File: src/rtl/id_ex_stage.sv
// -----------------------------------------------------------------------------
// id_ex_stage
//   ID->EX pipeline register for the 5-stage RV32I core.
//   - Captures regfile operands, immediate, PC, source/destination indices and
//     the decoded control bundle of the instruction currently in ID.
//   - WB->ID bypass: the regfile writes on the clock edge, so a read in the
//     same cycle as a WB write returns stale data; the WB value is muxed in.
//   - Load-use hazard detection: stalls IF/ID and injects one bubble.
//   - Honours EX hold (freeze) and branch flush (kill the ID instruction).
//
// Ports
//   clk, reset                 clock (rising edge), async active-high reset
//   id_*                       instruction fields from ID
//   rf_rdata1/2                regfile read data for id_rs1/id_rs2
//   wb_reg_write/wb_rd/wb_data WB-stage regfile write port (bypass source)
//   ex_hold, flush             EX back-pressure and branch-taken kill
//   stall_id                   hold PC and IF/ID register this cycle
//   ex_*                       registered EX-stage instruction
//   bubble_cnt                 saturating count of load-use bubbles
// -----------------------------------------------------------------------------
module id_ex_stage #(
  parameter int XLEN   = 32,
  parameter int CTRL_W = 12,
  parameter int CNT_W  = 16
) (
  input  logic              clk,
  input  logic              reset,
  input  logic              id_valid,
  input  logic [XLEN-1:0]   id_pc,
  input  logic [4:0]        id_rs1,
  input  logic [4:0]        id_rs2,
  input  logic              id_use_rs1,
  input  logic              id_use_rs2,
  input  logic [4:0]        id_rd,
  input  logic [XLEN-1:0]   id_imm,
  input  logic [CTRL_W-1:0] id_ctrl,
  input  logic              id_mem_read,
  input  logic [XLEN-1:0]   rf_rdata1,
  input  logic [XLEN-1:0]   rf_rdata2,
  input  logic              wb_reg_write,
  input  logic [4:0]        wb_rd,
  input  logic [XLEN-1:0]   wb_data,
  input  logic              ex_hold,
  input  logic              flush,
  output logic              stall_id,
  output logic              ex_valid,
  output logic [XLEN-1:0]   ex_pc,
  output logic [XLEN-1:0]   ex_imm,
  output logic [XLEN-1:0]   ex_rs1_data,
  output logic [XLEN-1:0]   ex_rs2_data,
  output logic [4:0]        ex_rs1,
  output logic [4:0]        ex_rs2,
  output logic [4:0]        ex_rd,
  output logic [CTRL_W-1:0] ex_ctrl,
  output logic              ex_mem_read,
  output logic [CNT_W-1:0]  bubble_cnt
);

  function automatic logic [CNT_W-1:0] sat_inc(input logic [CNT_W-1:0] v);
    return (&v) ? v : v + {{(CNT_W-1){1'b0}}, 1'b1};
  endfunction

  logic            byp1;
  logic            byp2;
  logic [XLEN-1:0] op1;
  logic [XLEN-1:0] op2;
  logic            haz;

  // ID side: bypass and hazard detection (combinational)
  // wb_rd==0 never bypasses: x0 writes are discarded by the regfile.
  assign byp1 = wb_reg_write && (wb_rd != 5'd0) && (wb_rd == id_rs1);
  assign byp2 = wb_reg_write && (wb_rd != 5'd0) && (wb_rd == id_rs2);
  assign op1  = byp1 ? wb_data : rf_rdata1;
  assign op2  = byp2 ? wb_data : rf_rdata2;

  assign haz = id_valid && ex_valid && ex_mem_read && (ex_rd != 5'd0) &&
               ((id_use_rs1 && (ex_rd == id_rs1)) ||
                (id_use_rs2 && (ex_rd == id_rs2)));

  // Forced low during reset so the front end is not frozen by a stale ex_hold.
  assign stall_id = !reset && !flush && (ex_hold || haz);

  // ID -> EX register boundary
  always_ff @(posedge clk or posedge reset) begin
    if (reset) begin
      ex_valid    <= 1'b0;
      ex_pc       <= '0;
      ex_imm      <= '0;
      ex_rs1_data <= '0;
      ex_rs2_data <= '0;
      ex_rs1      <= '0;
      ex_rs2      <= '0;
      ex_rd       <= '0;
      ex_ctrl     <= '0;
      ex_mem_read <= 1'b0;
      bubble_cnt  <= '0;
    end else if (flush) begin
      ex_valid    <= 1'b0;
      ex_ctrl     <= '0;
      ex_mem_read <= 1'b0;
    end else if (ex_hold) begin
      // EX frozen; a pending hazard is re-evaluated once the hold lifts.
    end else if (haz) begin
      // Clearing ex_mem_read drops haz next cycle, so one bubble suffices.
      ex_valid    <= 1'b0;
      ex_ctrl     <= '0;
      ex_mem_read <= 1'b0;
      bubble_cnt  <= sat_inc(bubble_cnt);
    end else begin
      ex_valid    <= id_valid;
      ex_pc       <= id_pc;
      ex_imm      <= id_imm;
      ex_rs1_data <= op1;
      ex_rs2_data <= op2;
      ex_rs1      <= id_rs1;
      ex_rs2      <= id_rs2;
      ex_rd       <= id_rd;
      ex_ctrl     <= id_valid ? id_ctrl : '0;
      ex_mem_read <= id_valid && id_mem_read;
    end
  end

endmodule

File: config.mk
export PLATFORM = sky130hd
export DESIGN_NAME = id_ex_stage
export DESIGN_NICKNAME = d
export VERILOG_FILES = /design/src/rtl/id_ex_stage.sv
export SDC_FILE = /design/constraint.sdc
export NUM_CORES = 1
export LEC_CHECK = 0
export ABC_AREA = 0
export ABC_CLOCK_PERIOD_IN_PS = 15600
export BUFFER_PORTS_ARGS = -buffer_cell sky130_fd_sc_hd__buf_4
export CAP_MARGIN = 20
export CORE_AREA = 2 2 147 149
export CTS_BUF_LIST = sky130_fd_sc_hd__clkbuf_8
export DETAILED_ROUTE_END_ITERATION = 10
export DIE_AREA = 0 0 149 151
export PLACE_DENSITY = 0.73
export SLEW_MARGIN = 30
export SYNTH_ARGS = -nofsm -noshare
export SYNTH_HDL_FRONTEND = slang
export SYNTH_SLANG_ARGS = --single-unit
File: constraint.sdc
create_clock -name clk -period 15.6 [get_ports clk]
set_input_delay 0.78 -clock clk [delete_from_list [all_inputs] [get_ports clk]]
set_output_delay 0.78 -clock clk [all_outputs]
set_load 0.1 [all_outputs]
==> impl_metrics.env <==
export IMPL_status="finished, final reports clean"
export IMPL_fp_row_count=53
export IMPL_grt_pass1_vias=6169
export IMPL_dr_total_vias=5847
export IMPL_slew_violations=0
export IMPL_critPathRequiredTime_ns=15.94
export IMPL_htreeDepth=4
export IMPL_placement_io_buffers=374
export IMPL_wl_met2_microns=10800
export IMPL_tightestPinTransition_ns=0.941
export IMPL_wl_met1_microns=8210
export IMPL_insertion_delay_ns=0.46
export IMPL_avgSynthCellArea_sq_um=12.9
export IMPL_reg2reg_from="ex_rd[0]$_DFFE_PP0P_"
export IMPL_yosysSeqAreaShare=0.581
export IMPL_max_vdd_ir_drop_mv=0.0736
export IMPL_critPathCaptureType="flip-flop"
export IMPL_syn2layout_area_growth_pct=45.3
export IMPL_die_y_microns=151
export IMPL_grt_overflow=0
export IMPL_placed_area_sq_mm=0.0104
export IMPL_root_buffer="clkbuf_8"
export IMPL_chipWidth_microns=149
export IMPL_cts_sinks=173
export IMPL_wl_per_cell_microns=17.5
export IMPL_yosysUniqueCellTypes=29
export IMPL_fmaxAchievable_mhz=317
export IMPL_path_class="flip-flop to flip-flop"
export IMPL_critical_path_max_fanout=74
export IMPL_ys_async_sr_fraction=1.00
export IMPL_synth_flop_cell="dfrtp_1"
export IMPL_cts_repair_resized=0
export IMPL_final_area_sq_mm=0.0108
export IMPL_grt_usage=0.189
export IMPL_cts_buffers=17
export IMPL_synth_seq_cells=173
export IMPL_fin_crit_ns=3.16
export IMPL_avgViaCountPerCell=4.75
export IMPL_r2r_slack_ns=12.44
export IMPL_start_util=0.358
export IMPL_layout_commonest_cell="buf_4"
export IMPL_die_area_sq_mm=0.0225
export IMPL_rsz0062_at_grt="false"
export IMPL_postCtsSetupRepairBufs=0
export IMPL_postSynthNetCount=782
export IMPL_cap_viol_max_count=0
export IMPL_synth_top_area_share=0.581
export IMPL_p_leak_nw=4.96
export IMPL_grt_max_degree=108
export IMPL_cts_tree="done"
export IMPL_setup_viol=0
export IMPL_cts_clk_slew_worst_paths_ns=0.11
export IMPL_syn_area_sq_mm=0.00745
export IMPL_finalWeightedCongestion=0.798
export IMPL_drc=0
export IMPL_hold_class="primary input to async pin"
export IMPL_final_cell_mix="377 x buf_4, 173 x dfrtp_1, 80 x mux2_2"
export IMPL_clock_skew_ns=0.0178
export IMPL_syn_inst=580
export IMPL_cp_arrival_ns=3.50
export IMPL_synthTopCellsByArea="dfrtp_1 58%, mux2_2 12%, mux2i_1 8.6%"
export IMPL_num_io_pins=375
export IMPL_highest_layer="met5"
export IMPL_clk_path_buf_depth=2
export IMPL_hpwl_microns=16400
export IMPL_rr_endpoint="ex_imm[7]$_DFFE_PP0P_"
export IMPL_grt_pass1_wl_microns=32800
export IMPL_tns_ns=0
export IMPL_final_nets=1144
export IMPL_drt_pass1_iter_count=4
export IMPL_antenna_found_initial=1
export IMPL_startpoint="ex_rd[0]$_DFFE_PP0P_"
export IMPL_hold_violations=0
export IMPL_fin_ws_ns=12.44
export IMPL_start_kind="flip-flop"
export IMPL_synth_top_cell_by_area="dfrtp_1"
export IMPL_drive_gt1_frac=0.525
export IMPL_slew_headroom=0.373
export IMPL_drt_iter0_markers=163
export IMPL_finalCritPeriodShare=0.202
export IMPL_wirelength_microns=21500
export IMPL_dr_wl_met3_microns=2060
export IMPL_core_area_sq_mm=0.0208
export IMPL_power_density_mw_per_mm2=137
export IMPL_place_ws_ns=12.09
export IMPL_rr_worst_depth=6
export IMPL_diodes=0
export IMPL_critPathCapture="ex_imm[7]$_DFFE_PP0P_"
export IMPL_cts_hold_buffers=0
export IMPL_yosys_warnings=0
export IMPL_synth_edf_count=0
export IMPL_antenna_left=0
state kept, by name, indices dropped and copies added, names as in the netlist, 5 cells and up:
name,cells
ex_rs2,5
ex_pc,32
ex_rs1_data,32
ex_rd,5
bubble_cnt,16
ex_ctrl,12
ex_rs2_data,32
ex_rs1,5
ex_imm,32
how the worst min path moves through the flow:
stage | endpoint | from | slack [ns] | cells past startpoint
after floorplan | ex_ctrl[0]$_DFFE_PP0P_ | id_ctrl[0] | 0.91 | 1
after global placement | bubble_cnt[5]$_DFFE_PP0P_ | bubble_cnt[5]$_DFFE_PP0P_ | 0.48 | 1
after detailed placement | ex_ctrl[11]$_DFFE_PP0P_ | ex_ctrl[11]$_DFFE_PP0P_ | 0.49 | 1
after CTS | ex_mem_read$_DFFE_PP0P_ | id_mem_read | 0.50 | 2
after global routing | ex_valid$_DFFE_PP0P_ | reset | 0.47 | 2
final | ex_imm[29]$_DFFE_PP0P_ | reset | 0.43 | 2
cells by family (layout without fill, tap and decap cells):
kind of cell | Yosys count | count (layout) | share of synthesized area
adders and majority gates | 1 | 1 | 0.00168
xor gates and xnor gates | 35 | 35 | 0.0411
muxes | 144 | 144 | 0.207
buffers and inverters | 37 | 412 | 0.0334
and+or+nand+nor | 106 | 106 | 0.0690
DFF | 173 | 173 | 0.581
AOI/OAI and AO/OA | 84 | 84 | 0.0673
stage by stage:
step                      hold slack [ns]  instances  power [mW]  utilization
after global placement              0.480       1198        1.18        0.500
after detailed placement            0.493       1198        1.18        0.500
final                               0.428       1230        1.49        0.520
after floorplan                     0.913        580        1.02            -
after global routing                0.467       1230        1.55        0.520
after CTS                           0.496       1230        1.50        0.519
cell usage after synthesis, types with 5 or more instances:
library cell and instances:
nand4_1 14, xnor2_1 31, nand3_1 5, mux2_2 80
a21oi_1 66, nand2_1 5, a22o_1 13, mux2i_1 64
buf_6 11, nor2_1 67, buf_2 22, dfrtp_1 173
metal layers:
metal  GRT usage  up-vias
met5           0        -
met4      0.0643        2
met3      0.0666       25
met2       0.326      253
met1       0.221     2790
li1            -     2777
worst max-delay path, stage by stage (launching register included):
cell and delay [ns]:
dfrtp_1 0.51, xnor2_1 0.19, nand4_1 0.14, o22ai_2 0.16
a21boi_4 0.71, buf_4 0.80, mux2_2 0.42
report_power, final:
| part | internal, mW | leakage, nW | switching [mW] |
|---|---|---|---|
| Combinational | 0.147 | 2.71 | 0.490 |
| Clock | 0.122 | 0.202 | 0.192 |
| Sequential | 0.502 | 2.05 | 0.0327 |
| Total | 0.771 | 4.96 | 0.715 |
layout make-up:
type                       instances  area [sq um]
timing repair buffer             379          2850
tap                              275           344
sequential                       173          4330
clock inverter                    15           166
multi-input combinational        370          2890
inverter                           1          11.3
fill                            1852          9990
clock buffer                      17           234
Note: power is estimated with default switching activity, not from simulation.
